`config.mk`:
```
export PLATFORM = sky130hd
export DESIGN_NAME = ex_muldiv_unit
export DESIGN_NICKNAME = d
export VERILOG_FILES = /design/src/rtl/ex_muldiv_unit.sv
export SDC_FILE = /design/constraint.sdc
export NUM_CORES = 1
export LEC_CHECK = 0
export CAP_MARGIN = 30
export CORE_ASPECT_RATIO = 0.9
export CORE_MARGIN = 2
export CORE_UTILIZATION = 30
export CTS_CLUSTER_DIAMETER = 80
export DETAILED_ROUTE_END_ITERATION = 6
export SETUP_SLACK_MARGIN = 0.05
export SYNTH_ARGS = -nofsm -noshare
export SYNTH_HDL_FRONTEND = slang
export SYNTH_SLANG_ARGS = --single-unit
```
`constraint.sdc`:
```
create_clock -name clk -period 4.7 [get_ports clk]
set_clock_uncertainty 0.1 [all_clocks]
set_input_delay 0.94 -clock clk [delete_from_list [all_inputs] [get_ports clk]]
set_output_delay 0.94 -clock clk [all_outputs]
set_load 0.02 [all_outputs]
```
`src/rtl/ex_muldiv_unit.sv`:
```
// ex_muldiv_unit: iterative RV32M multiply/divide unit for the EX stage.
// It computes one bit per cycle: shift-add multiply and restoring divide,
// both on operand magnitudes, with the result sign applied at the end.
//
// Ports:
//   clk, rst            clock; synchronous active-high reset
//   start_i, flush_i    ID/EX holds an M-op / kill the in-flight op
//   op_i, rs1_i, rs2_i  funct3 and operands, captured when an op is accepted
//   rd_i                destination index, captured when an op is accepted
//   result_o, rd_o      completed result and its destination (held between ops)
//   done_o              one-cycle valid pulse for result_o/rd_o
//   busy_o, stall_o     not idle / hold IF/ID and ID/EX
//
// state | meaning
// IDLE  | waiting for start_i
// CALC  | one multiply/divide iteration per cycle, cnt_q = iteration index
// DONE  | result_o/rd_o valid, done_o high (unless flushed)
module ex_muldiv_unit #(
  parameter int datawidth = 32,
  parameter int regindex  = 5
) (
  input  logic                 clk,
  input  logic                 rst,
  input  logic                 start_i,
  input  logic                 flush_i,
  input  logic [2:0]           op_i,
  input  logic [datawidth-1:0] rs1_i,
  input  logic [datawidth-1:0] rs2_i,
  input  logic [regindex-1:0]  rd_i,
  output logic [datawidth-1:0] result_o,
  output logic [regindex-1:0]  rd_o,
  output logic                 done_o,
  output logic                 busy_o,
  output logic                 stall_o
);

  localparam logic [1:0] ST_IDLE = 2'd0;
  localparam logic [1:0] ST_CALC = 2'd1;
  localparam logic [1:0] ST_DONE = 2'd2;

  localparam int DW = datawidth;
  localparam int CW = $clog2(datawidth);
  localparam logic [CW-1:0] CNT_LAST = CW'(datawidth - 1);

  logic [1:0]      state_q, state_d;
  logic [CW-1:0]   cnt_q, cnt_d;
  logic [2:0]      op_q, op_d;
  logic            neg_q, neg_d;
  logic [2*DW-1:0] acc_q, acc_d;   // product accumulator, or remainder in low half
  logic [2*DW-1:0] opa_q, opa_d;   // shifting multiplicand, or divisor in low half
  logic [DW-1:0]   opb_q, opb_d;   // multiplier shifting right, or dividend/quotient
  logic [regindex-1:0] rd_q, rd_d;
  logic [DW-1:0]   result_q, result_d;
  logic [regindex-1:0] rdo_q, rdo_d;

  logic            a_sgn, b_sgn, sa, sb;
  logic [DW-1:0]   mag_a, mag_b;
  logic            div_zero, div_ovf;
  logic [DW-1:0]   spec_res;

  logic [2*DW-1:0] mul_sum, mul_sum_s;
  logic [DW:0]     div_shift, div_trial;
  logic            div_bit;
  logic [DW-1:0]   rem_next, quot_next, div_val, div_val_s;
  logic [DW-1:0]   final_res;

  // Operand signedness by funct3: MULH both, MULHSU rs1 only, DIV/REM both.
  assign a_sgn = (op_i == 3'b001) | (op_i == 3'b010) | (op_i == 3'b100) | (op_i == 3'b110);
  assign b_sgn = (op_i == 3'b001) | (op_i == 3'b100) | (op_i == 3'b110);
  assign sa    = a_sgn & rs1_i[DW-1];
  assign sb    = b_sgn & rs2_i[DW-1];
  assign mag_a = sa ? -rs1_i : rs1_i;
  assign mag_b = sb ? -rs2_i : rs2_i;

  assign div_zero = op_i[2] & (rs2_i == '0);
  assign div_ovf  = op_i[2] & ~op_i[0] & (rs1_i == {1'b1, {(DW-1){1'b0}}}) & (rs2_i == '1);
  assign spec_res = div_zero ? (op_i[1] ? rs1_i : '1)
                             : (op_i[1] ? '0 : {1'b1, {(DW-1){1'b0}}});

  assign mul_sum   = acc_q + (opb_q[0] ? opa_q : '0);
  assign mul_sum_s = neg_q ? -mul_sum : mul_sum;

  // Restoring step: shift next dividend bit into the remainder, subtract if it fits.
  assign div_shift = {acc_q[DW-1:0], opb_q[DW-1]};
  assign div_trial = div_shift - {1'b0, opa_q[DW-1:0]};
  assign div_bit   = ~div_trial[DW];
  assign rem_next  = div_bit ? div_trial[DW-1:0] : div_shift[DW-1:0];
  assign quot_next = {opb_q[DW-2:0], div_bit};
  assign div_val   = op_q[1] ? rem_next : quot_next;
  assign div_val_s = neg_q ? -div_val : div_val;

  assign final_res = op_q[2]             ? div_val_s :
                     (op_q[1:0] == 2'b00) ? mul_sum_s[DW-1:0] : mul_sum_s[2*DW-1:DW];

  always_comb begin
    state_d  = state_q;
    cnt_d    = cnt_q;
    op_d     = op_q;
    neg_d    = neg_q;
    acc_d    = acc_q;
    opa_d    = opa_q;
    opb_d    = opb_q;
    rd_d     = rd_q;
    result_d = result_q;
    rdo_d    = rdo_q;
    case (state_q)
      ST_IDLE: begin
        if (start_i) begin
          op_d  = op_i;
          rd_d  = rd_i;
          cnt_d = '0;
          // Remainder follows the dividend sign; everything else is sa^sb.
          neg_d = (op_i[2] & op_i[1]) ? sa : (sa ^ sb);
          acc_d = '0;
          if (div_zero || div_ovf) begin
            state_d  = ST_DONE;
            result_d = spec_res;
            rdo_d    = rd_i;
          end else begin
            state_d = ST_CALC;
            if (op_i[2]) begin
              opa_d = {{DW{1'b0}}, mag_b};
              opb_d = mag_a;
            end else begin
              opa_d = {{DW{1'b0}}, mag_a};
              opb_d = mag_b;
            end
          end
        end
      end
      ST_CALC: begin
        cnt_d = cnt_q + 1'b1;
        if (op_q[2]) begin
          acc_d = {{DW{1'b0}}, rem_next};
          opb_d = quot_next;
        end else begin
          acc_d = mul_sum;
          opa_d = opa_q << 1;
          opb_d = opb_q >> 1;
        end
        if (cnt_q == CNT_LAST) begin
          state_d  = ST_DONE;
          result_d = final_res;
          rdo_d    = rd_q;
        end
      end
      ST_DONE: state_d = ST_IDLE;
      default: state_d = ST_IDLE;
    endcase
    // A killed op must leave the visible outputs untouched.
    if (flush_i) begin
      state_d  = ST_IDLE;
      result_d = result_q;
      rdo_d    = rdo_q;
    end
  end

  always_ff @(posedge clk) begin
    if (rst) begin
      state_q  <= ST_IDLE;
      cnt_q    <= '0;
      op_q     <= '0;
      neg_q    <= 1'b0;
      acc_q    <= '0;
      opa_q    <= '0;
      opb_q    <= '0;
      rd_q     <= '0;
      result_q <= '0;
      rdo_q    <= '0;
    end else begin
      state_q  <= state_d;
      cnt_q    <= cnt_d;
      op_q     <= op_d;
      neg_q    <= neg_d;
      acc_q    <= acc_d;
      opa_q    <= opa_d;
      opb_q    <= opb_d;
      rd_q     <= rd_d;
      result_q <= result_d;
      rdo_q    <= rdo_d;
    end
  end

  assign result_o = result_q;
  assign rd_o     = rdo_q;
  assign done_o   = (state_q == ST_DONE) & ~flush_i;
  assign busy_o   = (state_q != ST_IDLE);
  assign stall_o  = ~flush_i & (((state_q == ST_IDLE) & start_i) | (state_q == ST_CALC));

endmodule

```
* Yosys cells after proc, flatten, opt, wreduce, memory -nomap -nowiden
Cells that the tools add are included.
Storage, ports and cells: register bits after elaboration 213, word-level logic and storage cells 104
Cells by class: $add $sub $neg 7, eq/ne operators 14, muxes and demuxes 40, bitwise operators 20, reductions and logical operators 13
Operator list (number):
- 2-to-1 mux 32 bit | 18
- 2-to-1 mux 64 bit | 7
- case mux 64 bit (2 select lines) | 2
- case mux 32 bit (2 select lines) | 2
- negation 32 bit | 3
- adder 64 bit | 1
- equality test 32 bit, second input constant | 2
- negation 64 bit | 1
- subtractor 33 x 32 -> 33 bit | 1
- logical NOT 32 bit | 1
- 2-to-1 mux 5 bit | 4
- case mux 5 bit (2 select lines) | 2
- bitwise AND 1 bit | 10
- inequality test 2 bit, second input constant | 5
- equality test 3 bit, second input constant | 2
- 2-to-1 mux 2 bit | 3
- bitwise OR 1 bit | 6
- AND reduction 2 bit | 3
- adder 5 x 1 -> 5 bit, second input constant | 1
- equality test 5 bit, second input constant | 1
- AND reduction 5 bit | 1
- logical NOT 2 bit | 2
- case mux 2 bit (2 select lines) | 1
- AND reduction 4 bit | 1
- other kinds (11) | 14

* Logic depth before layout (Yosys ltp)
word-level depth 10, mapped depth 21, depth with buffers taken out 19

* Worst setup path after synthesis
No wires, ideal clock.
path type flip-flop to flip-flop, start register opb_q[0], end register result_q[13], in the netlist result_o[13], setup time 137 ps, data arrival time 4867 ps, path slack -404 ps, stages on the path, launching flop included 20, cell sequence dfxtp_1 -> clkbuf_1 -> and2_1 -> ha_1 -> inv_1 -> fa_1 -> nor2b_1 -> o2111a_1 -> o311a_1 -> a21o_1 -> clkbuf_1 -> a311oi_1 -> nor4_1 -> nand4_1 -> nor3_1 -> and3_1 -> mux2i_1 -> a21oi_1 -> a211oi_1 -> a211oi_1
On the way: longest elaborated chain between the ends 8
RTL lines:
- start, declared | RTL line 51 | logic [DW-1:0] opb_q, opb_d;
- start signal, assigned | RTL line 177 | opb_q <= opb_d;
- 2-to-1 mux 64 bit | RTL line 80 | assign mul_sum = acc_q + (opb_q[0] ? opa_q : '0);
- adder 64 bit | RTL line 80
- negation 64 bit | RTL line 81 | assign mul_sum_s = neg_q ? -mul_sum : mul_sum;
- 2-to-1 mux 64 bit | RTL line 81
- 2-to-1 mux 32 bit | RTL line 93 | (op_q[1:0] == 2'b00) ? mul_sum_s[DW-1:0] : mul_sum_s[2*DW-1:DW];
- 2-to-1 mux 32 bit * | RTL line 92 | assign final_res = op_q[2] ? div_val_s :
- 2-to-1 mux 32 bit * | RTL line 141 | if (cnt_q == CNT_LAST) begin
- case mux 32 bit (2 select lines) * | RTL line 106 | case (state_q)
- end signal, assigned | RTL line 179 | result_q <= result_d;
- end, declared | RTL line 53 | logic [DW-1:0] result_q, result_d;
Every way passes the cells marked *; elsewhere a longest branch is shown, timed or not. The select of a mux whose other input is x is not followed. A chain may end at the register's enable or synchronous reset.

* Final worst setup path
start register opb_q[0], end register result_q[12], in the netlist result_o[12]
Same word-level chain as after synthesis.

==> flow_summary_export.csv <==
group,metric,value,unit
clocking,cts.sinks,213,
floorplanning,num_rows,95,
worst_setup_path,start_kind,"flip-flop",
synth,synth_seq_cells,213,
placement,placed_area,0.0294,sq mm
finish,drive_above_1_share,27.2,%
flow_run,cap_violations,0,
synth,syn-instance-count,3262,
detailed_routing,antenna_left,0,
sta,max_freq,208,MHz
synth,synth_fp_nets,3442,
placement,hpwl,87900,um
detailed_routing,vias,28770,
synth,synthAdderAreaFrac,5.86,%
finish,area_delta_synth_final,44.3,%
synth,yosys.cell_types.count,89,
detailed_routing,dr.pass1.iters,6,
floorplanning,pin_count,116,
worst_hold_path,hp-class,"flip-flop to flip-flop",
placement,routabilityCongestion,1.05,
sta,worst_pin_slew,1100,ps
clocking,root_buffer,"clkbuf_16",
synth,synth.avg_cell_area,6.89,sq um
floorplanning,die_h,264,um
clocking,path_clk_slew,70,ps
sta,finalSetupViolCount,15,
synth,synthSimpleGateAreaFrac,27.5,%
worst_setup_path,cp_max_fo,6,
worst_setup_path,reg2reg_slack,-110,ps
floorplanning,core-area,0.0744,sq mm
sta,rsz0062_at_grt,"yes",
grt,grt_use_total,27.7,%
clocking,numCtsBuffers,30,
sta,maxSlewViolCount,0,
pwr,max-vdd-ir-drop,0.000253,V
sta,fin_ws,-110,ps
floorplanning,initial_core_util,30.2,%
finish,fill_cells,7660,
run_status,failed_checks,"setup timing",
clocking,cts_tree,"built",
grt,grt_start_max_net_pins,89,
floorplanning,die_x,292,um
synth,syn_area,0.0225,sq mm
clocking,htreeDepth,1,
synth,ys.flop_type,"dfxtp_1",
detailed_routing,drt_iter0_drc,3604,
synth,async_flop_share,0,%
grt,grt_pass1_wl,165000,um
detailed_routing,drc,0,
sta,hold_viol,0,
synth,ys_seq_area_share,19.0,%
synth,synth_compound_area_share,30.8,%
synth,synth-edff-count,0,
grt,overflow,0,
sta,max_slew_margin,26.7,%
pwr,power_density,213,mW/mm^2
synth,synth.area.mux_share,4.81,%
worst_setup_path,crit_arrival,5210,ps
floorplanning,die_area,0.0771,sq mm
synth,synth_top_family_by_area,"compound AO/OA/AOI/OAI gates",
detailed_routing,vias_per_cell,5.88,
clocking,cts_hold_buffers,0,
synth,synthXorXnorAreaFrac,6.67,%
worst_setup_path,cp_data_required_time,5100,ps
sta,fin_crit_sh,102,%
grt,antenna_found_initial,4,
sta,post-route-min-period,4810,ps
placement,portBuffers,115,
finish,nets,4088,
worst_setup_path,end_kind,"flip-flop",
clocking,clkLatencyLatePin,610,ps
synth,synth_warnings,0,
detailed_routing,wl,112000,um
finish,postLayoutCellArea,0.0324,sq mm
clocking,cts_buffer_depth,3,
worst_setup_path,worstSetupPathType,"flip-flop to flip-flop",
run_status,status,"finished with violations",
detailed_routing,wl_per_cell,22.9,um
pwr,cellLeakagePower,13.0,nW
sta,hold_ws,353,ps
grt,grt_pass1_vias,26279,
## cells in the mapped netlist (41+ instances only)
library cell | count | share of area [%]
nor2_1 | 395 | 6.6
nand2_1 | 345 | 5.8
a21oi_1 | 300 | 6.7
clkbuf_1 | 222 | 3.7
dfxtp_1 | 213 | 19
o21ai_0 | 193 | 4.3
and2_1 | 111 | 3.1
a211oi_1 | 108 | 3.6
xnor2_1 | 103 | 4.0
ha_1 | 102 | 5.7
mux2i_1 | 99 | 4.4
nor3_1 | 93 | 2.1
nand3_1 | 89 | 2.0
inv_1 | 79 | 1.3
nand4_1 | 69 | 1.9
xor2_1 | 68 | 2.7
o211ai_1 | 52 | 1.7
a22oi_1 | 47 | 1.6
a21o_1 | 45 | 1.5
a31oi_1 | 41 | 1.1
nor4_1 | 41 | 1.1
## cells by family after synthesis
family / after synthesis
AND/OR/NAND/NOR: 1299
XOR/XNOR: 171
multiplexers: 107
adder cells (fa/ha/maj): 104
AO/OA/AOI/OAI: 1054
flip-flops: 213
buffers and inverters: 314
## layout by cell type (no fill, tap or decap), types with 23 or more instances in the layout
cell type	n
a211oi_1	98
a21o_1	44
a21oi_1	265
a21oi_2	29
a22oi_1	44
a311oi_1	23
a31oi_1	34
and2_1	106
buf_4	700
buf_6	23
clkbuf_16	32
clkdlybuf4s50_1	113
dfxtp_1	203
ha_1	86
inv_1	74
mux2i_1	97
nand2_1	341
nand2b_1	25
nand3_1	85
nand4_1	69
nor2_1	378
nor3_1	81
nor4_1	28
o211ai_1	52
o21a_1	24
o21ai_0	167
xnor2_1	97
xor2_1	64
## worst max-delay path: stages (launching register included)
cell and delay, ps:
dfxtp_4 390, and2_4 160, ha_4 160, inv_2 50, fa_2 230, nor2b_4 50
o2111a_2 280, o311a_1 340, buf_4 170, o221a_2 250, a2111o_1 390, or4_4 510
nand4bb_1 200, buf_4 170, nor4_4 290, nand2b_1 170, o31ai_4 230, xor2_2 290
a21oi_2 90, a22o_1 220
## registers in the layout (all words and copies together), names as in the netlist
signal,cells
rd_o,5
op_q,3
result_o,32
opb_q,32
state_q,2
neg_q,1
cnt_q,5
acc_q,64
opa_q,64
rd_q,5
## report_power, final
part / leakage [nW] / switching, mW / internal (mW) / total [mW]
clock network: 0.479 / 0.963 / 1.38 / 2.35
registers: 1.74 / 0.102 / 1.88 / 1.98
logic: 10.7 / 1.51 / 1.06 / 2.57
total: 13.0 / 2.58 / 4.33 / 6.90
## per-layer routing
layer	vias up	share of wire, %	global-route usage, %
met5	-	0.014	0
met4	4	4.3	10.4
met3	232	12	7.07
met2	1570	40	39.1
met1	13615	44	39.7
li1	13349	-	-
## timing repair
item                                   in CTS  in global routing
pin swaps                                  42                 71
setup buffers                              22                 18
endpoints found under the hold margin       0                  0
resized for setup                         127                210
setup endpoints to repair                  31                 32
cloned                                      1                  1
## worst paths after layout
| check | start | depth (start not counted) | end |
|---|---|---|---|
| max reg2reg | opb_q[0] | 19 | result_o[12] |
| min reg2reg | opa_q[63] | 2 | opa_q[63] |
| min | opa_q[63] | 2 | opa_q[63] |
| max | opb_q[0] | 19 | result_o[12] |
## area by class of cell
type	instances	area, sq um	share of cell area (%)
flip-flops and latches	213	4280	13.2
clock inverters	9	113	0.347
clock buffers	38	862	2.66
multi-input cells	2735	18700	57.8
well taps	970	1210	3.74
diodes	4	10.0	0.0309
inverters	79	297	0.915
repair buffers	849	6900	21.3
## through the flow
step	std cells	setup WS [ps]	setup TNS [ps]	utilization [%]	power, mW
6_report	4897	-110	-701	43.6	6.90
5_1_grt	4893	-217	-2920	43.5	7.13
4_1_cts	4874	-42.1	-46.8	41.9	6.69
3_5_place_dp	4804	-397	-5730	39.5	4.26
3_3_place_gp	4804	-354	-4630	39.5	4.25
2_1_floorplan	3262	63.3	0	-	3.20
Power figures use the tool's default switching activity.
